==> config.mk <==
export PLATFORM = sky130hd
export DESIGN_NAME = writeback_arbiter_flat
export DESIGN_NICKNAME = d
export VERILOG_FILES = /design/src/rtl/writeback_arbiter_if.sv /design/src/rtl/writeback_arbiter.sv /design/src/flat_wrapper.sv
export SDC_FILE = /design/constraint.sdc
export NUM_CORES = 1
export LEC_CHECK = 0
export CAP_MARGIN = 20
export CORE_MARGIN = 5
export CORE_UTILIZATION = 37
export DETAILED_ROUTE_END_ITERATION = 10
export HOLD_SLACK_MARGIN = 0.05
export PLACE_DENSITY = 0.87
export SKIP_CTS_REPAIR_TIMING = 1
export SYNTH_ARGS = -nofsm -noshare
export SYNTH_HDL_FRONTEND = slang
export SYNTH_SLANG_ARGS = --single-unit
export TNS_END_PERCENT = 100
==> constraint.sdc <==
create_clock -name clk -period 2.35 [get_ports clk]
set_clock_uncertainty 0.1 [all_clocks]
set_input_delay 0.5875 -clock clk [delete_from_list [all_inputs] [get_ports clk]]
set_output_delay 0.5875 -clock clk [all_outputs]
set_load 0.05 [all_outputs]
==> src/rtl/writeback_arbiter_if.sv <==
`default_nettype none
// ============================================================================
// Module   : writeback_arbiter_if
// Brief    : X__W execute-to-writeback bundle plus register-file write port
//            and commit trace outputs of the writeback arbiter.
// Revision : 1.0  initial release
// ============================================================================
interface writeback_arbiter_if #(
    parameter int p_data_bits = 32,
    parameter int p_num_pipes = 2
);
    logic [p_num_pipes-1:0]             X_val;
    logic [p_num_pipes-1:0]             X_rdy;
    logic [5*p_num_pipes-1:0]           X_waddr;
    logic [p_data_bits*p_num_pipes-1:0] X_wdata;
    logic [p_num_pipes-1:0]             X_wen;

    logic                               rf_wen;
    logic [4:0]                         rf_waddr;
    logic [p_data_bits-1:0]             rf_wdata;
    logic                               commit_val;
    logic [2:0]                         commit_pipe;
    logic [31:0]                        commit_count;

    // Upstream execute pipes plus downstream observers of the write port
    modport master (
        output X_val, X_waddr, X_wdata, X_wen,
        input  X_rdy,
        input  rf_wen, rf_waddr, rf_wdata,
        input  commit_val, commit_pipe, commit_count
    );

    modport slave (
        input  X_val, X_waddr, X_wdata, X_wen,
        output X_rdy,
        output rf_wen, rf_waddr, rf_wdata,
        output commit_val, commit_pipe, commit_count
    );
endinterface
`default_nettype wire

==> src/rtl/writeback_arbiter.sv <==
`default_nettype none
// ============================================================================
// Module   : writeback_arbiter
// Brief    : Round-robin arbiter over execute pipes feeding a registered
//            register-file write port and commit counter.
// Revision : 1.0  initial release
// ============================================================================
module writeback_arbiter #(
    parameter int p_data_bits = 32,
    parameter int p_num_pipes = 2
) (
    input  logic                  clk,
    input  logic                  rst,
    writeback_arbiter_if.slave    wb
);

    localparam int c_IDX_W = (p_num_pipes > 1) ? $clog2(p_num_pipes) : 1;

    logic [c_IDX_W-1:0]     w_ptr;
    logic [c_IDX_W-1:0]     w_grant_idx;
    logic                   w_grant_any;
    logic                   w_fire;
    logic [p_num_pipes-1:0] w_rdy;
    logic [4:0]             w_sel_waddr;
    logic [p_data_bits-1:0] w_sel_wdata;
    logic                   w_sel_wen;

    logic                   r_rf_wen;
    logic [4:0]             r_rf_waddr;
    logic [p_data_bits-1:0] r_rf_wdata;
    logic                   r_commit_val;
    logic [2:0]             r_commit_pipe;
    logic [31:0]            r_commit_count;

    // First valid pipe at or after the pointer, wrapping around
    always_comb begin
        int idx;
        idx         = 0;
        w_grant_any = 1'b0;
        w_grant_idx = '0;
        w_sel_waddr = '0;
        w_sel_wdata = '0;
        w_sel_wen   = 1'b0;
        for (int k = 0; k < p_num_pipes; k++) begin
            idx = int'(w_ptr) + k;
            if (idx >= p_num_pipes) begin
                idx = idx - p_num_pipes;
            end
            if (!w_grant_any && wb.X_val[idx]) begin
                w_grant_any = 1'b1;
                w_grant_idx = idx[c_IDX_W-1:0];
                w_sel_waddr = wb.X_waddr[idx*5 +: 5];
                w_sel_wdata = wb.X_wdata[idx*p_data_bits +: p_data_bits];
                w_sel_wen   = wb.X_wen[idx];
            end
        end
    end

    assign w_fire = w_grant_any & ~rst;

    always_comb begin
        w_rdy = '0;
        if (w_fire) begin
            w_rdy[w_grant_idx] = 1'b1;
        end
    end

    generate
        if (p_num_pipes == 1) begin : g_ptr_single
            assign w_ptr = '0;
        end else begin : g_ptr_rr
            logic [c_IDX_W-1:0] r_ptr;

            always_ff @(posedge clk) begin
                if (rst) begin
                    r_ptr <= '0;
                end else if (w_fire) begin
                    if (w_grant_idx == c_IDX_W'(p_num_pipes - 1)) begin
                        r_ptr <= '0;
                    end else begin
                        r_ptr <= w_grant_idx + 1'b1;
                    end
                end
            end

            assign w_ptr = r_ptr;
        end
    endgenerate

    // Address and data hold on idle cycles; only the strobes drop
    always_ff @(posedge clk) begin
        if (rst) begin
            r_rf_wen       <= 1'b0;
            r_rf_waddr     <= '0;
            r_rf_wdata     <= '0;
            r_commit_val   <= 1'b0;
            r_commit_pipe  <= '0;
            r_commit_count <= '0;
        end else if (w_fire) begin
            r_rf_wen       <= w_sel_wen && (w_sel_waddr != 5'd0);
            r_rf_waddr     <= w_sel_waddr;
            r_rf_wdata     <= w_sel_wdata;
            r_commit_val   <= 1'b1;
            r_commit_pipe  <= 3'(w_grant_idx);
            r_commit_count <= r_commit_count + 32'd1;
        end else begin
            r_rf_wen       <= 1'b0;
            r_commit_val   <= 1'b0;
        end
    end

    assign wb.X_rdy        = w_rdy;
    assign wb.rf_wen       = r_rf_wen;
    assign wb.rf_waddr     = r_rf_waddr;
    assign wb.rf_wdata     = r_rf_wdata;
    assign wb.commit_val   = r_commit_val;
    assign wb.commit_pipe  = r_commit_pipe;
    assign wb.commit_count = r_commit_count;

endmodule
`default_nettype wire

==> src/flat_wrapper.sv <==
// flat-port wrapper written by rule: the top's interface ports become plain ports
module writeback_arbiter_flat 
#(
    parameter int p_data_bits = 32,
    parameter int p_num_pipes = 2
)
  (clk, rst, wb_X_val, wb_X_waddr, wb_X_wdata, wb_X_wen, wb_X_rdy, wb_rf_wen, wb_rf_waddr, wb_rf_wdata, wb_commit_val, wb_commit_pipe, wb_commit_count);
  writeback_arbiter_if #(.p_data_bits(p_data_bits), .p_num_pipes(p_num_pipes)) wb_i ();
  input  logic clk;
  input  logic rst;
  input wire logic [$bits(wb_i.X_val)-1:0] wb_X_val;
  input wire logic [$bits(wb_i.X_waddr)-1:0] wb_X_waddr;
  input wire logic [$bits(wb_i.X_wdata)-1:0] wb_X_wdata;
  input wire logic [$bits(wb_i.X_wen)-1:0] wb_X_wen;
  output wire logic [$bits(wb_i.X_rdy)-1:0] wb_X_rdy;
  output wire logic [$bits(wb_i.rf_wen)-1:0] wb_rf_wen;
  output wire logic [$bits(wb_i.rf_waddr)-1:0] wb_rf_waddr;
  output wire logic [$bits(wb_i.rf_wdata)-1:0] wb_rf_wdata;
  output wire logic [$bits(wb_i.commit_val)-1:0] wb_commit_val;
  output wire logic [$bits(wb_i.commit_pipe)-1:0] wb_commit_pipe;
  output wire logic [$bits(wb_i.commit_count)-1:0] wb_commit_count;
  assign wb_i.X_val = wb_X_val;
  assign wb_i.X_waddr = wb_X_waddr;
  assign wb_i.X_wdata = wb_X_wdata;
  assign wb_i.X_wen = wb_X_wen;
  assign wb_X_rdy = wb_i.X_rdy;
  assign wb_rf_wen = wb_i.rf_wen;
  assign wb_rf_waddr = wb_i.rf_waddr;
  assign wb_rf_wdata = wb_i.rf_wdata;
  assign wb_commit_val = wb_i.commit_val;
  assign wb_commit_pipe = wb_i.commit_pipe;
  assign wb_commit_count = wb_i.commit_count;
  writeback_arbiter #(.p_data_bits(p_data_bits), .p_num_pipes(p_num_pipes)) u_core (.clk(clk), .rst(rst), .wb(wb_i));
endmodule
==> impl_results.md, run 1 <==
* WL per Instance at 15.7 um
* Critical path class: in -> reg
* Final min period at 2350 ps
* EDFF count, synth at 0
* I/O Pins at between 150 and 200
* Final setup fails at 0
* RR Startpoint: u_core.wb.commit_count[2]$_SDFFE_PP0N_
* Core Rows at 34
* DP Wirelength at 7770 um
* Worst Min Path Start: u_core.wb.rf_waddr[0]$_SDFFE_PP0N_
* Number of distinct library cells after synthesis at 40
* Outcome: completed
* Crit start category: input port
* Critical path, cell by cell: clkdlybuf4s50_1, o211ai_1, or4_4, nor4_1, mux2_2
* Max-Cap Viols at 0
* Mapped Area at approximately 3200 sq um
* First DRT Iteration DRCs at 115
* Maximum VDD drop at 425 uV
* Vias post-DR at 3423
* Fraction of layout cells with a size suffix above 1 at 0.120
* H-tree levels at 3
* Req. time, crit path at 2480 ps
* Die height at roughly 100 um
* Final TNS setup at 0 ps
* Post-Route WL at 10200 um
* Final period utilization at 0.998
* DRC violations left at 0
* Post-synth top flop: dfxtp_1
* Root buf cell: clkbuf_8
* Worst-Margin Slew at 536 ps
* RSZ-0062 raised after global routing: true
* Slew Viols, Final at 0
* Critical Path Source: wb_X_val[1]
* First-pass GRT wire length at 16000 um
* Pleak at 0.00201 uW
* Slew Limit Headroom at 0.641
* Total CTS buffers at 9
* Sequential area share after synthesis at 0.456
* Area Overhead vs Synth at 63.3%
* Nets at 616
* Power per cell area at 590 nW/um^2
* Largest net degree at the start of global routing at 54
* CP arrival at 2470 ps
* Place WS at -442 ps
* DIE AREA at 10600 sq um
* Routability cong. at 0.791
* CP Max Fanout at 9
* All-Layer GR Usage at 0.191
* First-pass DRT Iterations at 5
* Asr flop ratio synth at 0
* FMAX at 426 MHz
* Top cell type's share of synthesized area at 0.456
* Worst-path clk slew at 80 ps
* Final Hold Viols at 0
* Post-Synthesis Cells at ~380
* Fillers at 739
* Total gr overflow at 0
* Clock sinks at between 70 and 80
* Area leader, netlist: dfxtp_1
* DIE WIDTH at 103 um
* Post-DRT Antenna Nets at 0
* I/O Buffers at 153
* HP Class: reg -> reg
* Ys Warns at 0
* Critical path endpoint category: flip-flop
* Clock buffer depth at 2
* Crit path max-delay cell type: or4_4
* Core area at roughly 8600 sq um
* Initial Util at 0.373
* Mean Syn Cell Area at 8.52 sq um
* N_diodes at 0
* Vias in the first global route at 3349
* Register bit total from synthesis at 73
* CP peak stage delay at 570 ps
* Skew-Pair Late Insertion Delay at 340 ps
* Setup slack after layout at 4.60 ps
* Top cells by area, synth: dfxtp_1 46%, a22oi_1 7.3%, nand2_1 5.5%
* TritonCTS clock tree: built
* Vias/cell at 5.28
* Antenna violations before repair at 0
## per-stage QoR
stage,power (uW),hold WS (ps),util,cells,area (sq um)
after CTS,3110,358,0.601,646,5170
final,3090,357,0.609,648,5230
after global routing,3230,370,0.609,648,5230
after floorplan,1710,372,-,377,3230
after global placement,2010,333,0.576,630,4950
after detailed placement,2020,342,0.576,630,4950
## worst max-delay path, delay by kind of cell
kind,cells,cell delay (ps)
buffers and inverters,1,510
muxes,1,360
and+or+nand+nor,2,880
AOI/OAI and AO/OA,1,140
## worst paths after layout
kind | to | depth (start not counted) | slack, ps
setup / recovery | u_core.wb.commit_count[31]$_SDFFE_PP0N_ | 5 | 5
hold / removal | u_core.wb.rf_waddr[0]$_SDFFE_PP0N_ | 2 | 360
setup reg to reg | u_core.wb.commit_count[23]$_SDFFE_PP0N_ | 4 | 180
hold reg to reg | u_core.wb.rf_waddr[0]$_SDFFE_PP0N_ | 2 | 360
## kinds of logic (layout without fill, tap and decap cells)
family	Yosys count	count (layout)	share of synthesized area
DFF	73	73	0.456
buffers and inverters	35	198	0.0523
xor gates and xnor gates	12	12	0.0328
and+or+nand+nor	146	146	0.234
AOI/OAI and AO/OA	102	102	0.199
other	1	2	0.00117
adders and majority gates	1	1	0.00390
muxes	6	6	0.0207
## final cells by class
cell class / instances / area [sq um] / share of cell area
Inverter: 5 / 18.8 / 0.00359
Sequential cell: 73 / 1470 / 0.281
Clock buffer: 10 / 128 / 0.0244
Clock inverter: 6 / 91.3 / 0.0175
Timing Repair Buffer: 177 / 1770 / 0.339
Multi-Input combinational cell: 269 / 1620 / 0.309
Tap cell: 108 / 135 / 0.0258
## registers in the layout, summed over array words and instances (netlist names)
register and cells:
u_core.wb.commit_count 32, u_core.g_ptr_rr.r_ptr 1, u_core.wb.commit_val 1, u_core.wb.rf_waddr 5, u_core.wb.commit_pipe 1, u_core.wb.rf_wdata 32, u_core.wb.rf_wen 1
## cells in the final DEF, fill, tap and decap left out, types with 11 or more instances in the layout
cell / synthesis / routed
nor4_1: 13 / 13
nor2_1: 31 / 28
o21ai_0: 32 / 32
o31ai_1: 11 / 11
clkdlybuf4s50_1: 0 / 138
or4_1: 13 / 12
a21oi_1: 21 / 21
dfxtp_1: 73 / 67
buf_4: 3 / 22
dlymetal6s2s_1: 0 / 12
nand2_1: 47 / 45
a22oi_1: 31 / 31
## layer usage
| metal | vias to the layer above | track usage | wire length, um |
|---|---|---|---|
| li1 | 1675 | - | - |
| met1 | 1585 | 0.220 | 3910 |
| met2 | 151 | 0.319 | 5080 |
| met3 | 12 | 0.0832 | 1050 |
| met4 | 0 | 0.0637 | 149 |
| met5 | - | 0 | 0 |
## synth_stat cells, types with 2 or more instances
cell type   n
nor4_1     13
o31ai_1    11
or4_1      13
a32oi_1     4
nor2_1     31
a22oi_1    31
a21oi_1    21
dfxtp_1    73
nand2_1    47
nor3_1      3
or2_2       3
clkbuf_1   20
xor2_1      3
and3_1      2
nand4_1     6
nor2b_1     5
nand3_1     7
mux2_2      5
and4_1      3
o21ai_0    32
buf_4       3
nand2b_1    5
inv_1       5
buf_6       2
or3_1       4
buf_2       2
xnor2_1     9
## power breakdown
group	switching, uW	internal [uW]	total (uW)
registers	35.8	1290	1330
clock network	484	602	1090
logic	378	292	671
Power figures use the tool's default switching activity.
==> run 2, diff against run 1 <==
--- a/config.mk
+++ b/config.mk
@@ -6,6 +6,7 @@
 export NUM_CORES = 1
 export LEC_CHECK = 0
 export CAP_MARGIN = 20
+export CORE_ASPECT_RATIO = 0.9
 export CORE_MARGIN = 5
 export CORE_UTILIZATION = 37
 export DETAILED_ROUTE_END_ITERATION = 10
==> run 2 against run 1 <==
  * Combinational power decreased by 1%
  * Cell area increased by 0.12%
  * Largest power group unchanged
  * Setup slack improved by 42 ps
  * Non-clock buffer count decreased by 2
  * Critical path depth decreased by 4
  * Sequential share of layout area about the same
==> impl_results.md, run 2 (synthesis gave the netlist of run 1 again) <==
* Outcome: completed (unchanged)
* Initial Util at 0.376 (was 0.373)
* Commonest non-fill, non-tap cell in the layout: clkdlybuf4s50_1 (unchanged)
* Reg2Reg Setup Slack at 190 ps (was 180 ps)
* Critical path class: reg -> out (was in -> reg)
* All-Layer GR Usage at 0.192 (was 0.191)
* Post-Route WL at 10700 um (was 10200 um)
* WL per Instance at 16.2 um (was 15.7 um)
* TritonCTS clock tree: built (unchanged)
* Multi-input logic area at 1630 sq um (was 1620 sq um)
* Critical path endpoint category: output port (was flip-flop)
* Sequential cell area at 1470 sq um (unchanged)
* Vias post-DR at 3465 (was 3423)
* Nets at 614 (was 616)
* HP Class: reg -> reg (unchanged)
* Final period utilization at 0.980 (was 0.998)
* Crit start category: flip-flop (was input port)
* First-pass DRT Iterations at 4 (was 5)
* Fraction of layout cells with a size suffix above 1 at 0.121 (was 0.120)
* Final Util at 0.614 (was 0.609)
* Met2 usage at 0.328 (was 0.319)
* Clock buffer depth at 2 (unchanged)
* Cell family with most CP delay: buffers and inverters (was simple AND/OR/NAND/NOR gates)
* Most frequent cells in the layout: 138 x clkdlybuf4s50_1, 67 x dfxtp_1, 47 x nand2_1 (was 138 x clkdlybuf4s50_1, 67 x dfxtp_1, 45 x nand2_1)
* Routability cong. at 0.843 (was 0.791)
* First-pass GRT wire length at 16400 um (was 16000 um)
* Crit path max-delay cell type: clkdlybuf4s50_1 (was or4_4)
* Vias/cell at 5.27 (was 5.28)
* DRC violations left at 0 (unchanged)
* Area Overhead vs Synth at 63.5% (was 63.3%)
* Vias in the first global route at 3358 (was 3349)
* FF-to-FF path depth at 6 (was 4)
* Fillers at 747 (was 739)
* Post-DRT Antenna Nets at 0 (unchanged)
* Die height at 98.3 um (was 103 um)
* Crit path depth at 1 (was 5)
* Final setup fails at 0 (unchanged)
* CP peak stage delay at 850 ps (was 570 ps)
* Reg2reg end: u_core.wb.commit_count[18]$_SDFFE_PP0N_ (was u_core.wb.commit_count[23]$_SDFFE_PP0N_)
* DIE AREA at 10600 sq um (about the same)
* Hold WS at 354 ps (was 357 ps)
* Total gr overflow at 0 (unchanged)
* Power per cell area at 568 nW/um^2 (was 590 nW/um^2)
* Maximum VDD drop at 356 uV (was 425 uV)
* I/O Buffers at 153 (unchanged)
* Core Rows at 32 (was 34)
* Buf/Inv on CP at 1 (unchanged)
* CP arrival at 1620 ps (was 2470 ps)
* Slew Limit Headroom at 0.644 (was 0.641)
* Worst-path clk slew at 80 ps (about the same)
* Hold path depth at 2 (unchanged)
* Critical path, cell by cell: clkdlybuf4s50_1 (was clkdlybuf4s50_1, o211ai_1, or4_4, nor4_1, mux2_2)
* FMAX at 434 MHz (was 426 MHz)
* RSZ-0062 raised after global routing: false (was true)
* I/O Pins at 156 (unchanged)
* WHS Endpoint: u_core.wb.rf_wdata[22]$_SDFFE_PP0N_ (was u_core.wb.rf_waddr[0]$_SDFFE_PP0N_)
* First DRT Iteration DRCs at 127 (was 115)
* Clock sinks at 73 (unchanged)
* Max-Cap Viols at 0 (unchanged)
* CP Max Fanout at 4 (was 9)
* Core area at 8530 sq um (was 8590 sq um)
* Skew-Pair Late Insertion Delay at 340 ps (about the same)
* Slew Viols, Final at 0 (unchanged)
* Met3 GRT Util at 0.0694 (was 0.0832)
* Busiest layer in global routing: met2 (unchanged)
* RR Startpoint: u_core.wb.commit_count[12]$_SDFFE_PP0N_ (was u_core.wb.commit_count[2]$_SDFFE_PP0N_)
* Final Hold Viols at 0 (unchanged)
* Largest net degree at the start of global routing at 51 (was 54)
* DP Wirelength at 7920 um (was 7770 um)
* Total CTS buffers at 9 (unchanged)
* Met1 usage at 0.222 (was 0.220)
* N_diodes at 0 (unchanged)
* Req. time, crit path at 1660 ps (was 2480 ps)
* DIE WIDTH at 108 um (was 103 um)
* Worst Min Path Start: u_core.wb.rf_wdata[22]$_SDFFE_PP0N_ (was u_core.wb.rf_waddr[0]$_SDFFE_PP0N_)
* Root buf cell: clkbuf_8 (unchanged)
* H-tree levels at 3 (unchanged)
* Worst-Margin Slew at 533 ps (was 536 ps)
* Final min period at 2300 ps (was 2350 ps)
* Antenna violations before repair at 0 (unchanged)
* Pleak at 0.00199 uW (was 0.00201 uW)
-- run 2: cell count changes in the layout (fill, tap and decap cells not counted), sizes merged --
cell          previous run  this run
dlymetal6s2s            12        11
inv                      6         5
clkinv                   0         4
bufinv                   2         1
clkinvlp                 3         1
buf                     27        26
-- run 2: worst max path at each step --
stage / startpoint / to / slack, ps
after floorplan: wb_X_val[0] / u_core.wb.commit_count[26]$_SDFFE_PP0N_ / -20
after global placement: wb_X_val[1] / u_core.wb.commit_count[31]$_SDFFE_PP0N_ / -380
after detailed placement: wb_X_val[1] / u_core.wb.commit_count[27]$_SDFFE_PP0N_ / -410
after CTS: wb_X_val[1] / u_core.wb.commit_count[27]$_SDFFE_PP0N_ / -40
after global routing: u_core.wb.commit_count[11]$_SDFFE_PP0N_ / wb_commit_count[11] / 0.8
final: u_core.wb.commit_count[11]$_SDFFE_PP0N_ / wb_commit_count[11] / 50
-- run 2: area by class of cell --
class | count | share of cell area
repair buffers | 175 | 0.340
multi-input cells | 269 | 0.311
flip-flops and latches | 73 | 0.280
well taps | 119 | 0.0284
clock buffers | 10 | 0.0263
clock inverters | 6 | 0.0110
inverters | 5 | 0.00358
-- run 2: worst register-to-register path, cell delays in order (launching register included) --
cell and delay (ps):
dfxtp_1 430, nand4b_1 210, or4_4 480, buf_6 160, buf_4 150, or4_1 410
a21oi_1 160
-- run 2: power by group --
group	switching (uW)	internal (uW)
sequential	33.7	1290
clock	472	512
combinational	375	288
total	881	2090
-- run 2: routing by layer --
metal | vias up | share of wire
met2 | 145 | 0.50
met1 | 1628 | 0.39
met4 | 0 | 0.017
li1 | 1676 | -
met3 | 16 | 0.093
met5 | - | 0
-- run 2: metrics by stage --
stage	setup WS, ps	instances	cell area, sq um	TNS [ps]	power [uW]
detailed placement	-407	640	4980	-5060	2030
global route	0.844	657	5240	0	3100
global placement	-375	640	4980	-4590	2010
floorplan	-24.4	377	3230	-73.3	1710
finish	47.1	657	5240	0	2980
CTS	-43.1	656	5170	-80.2	3000
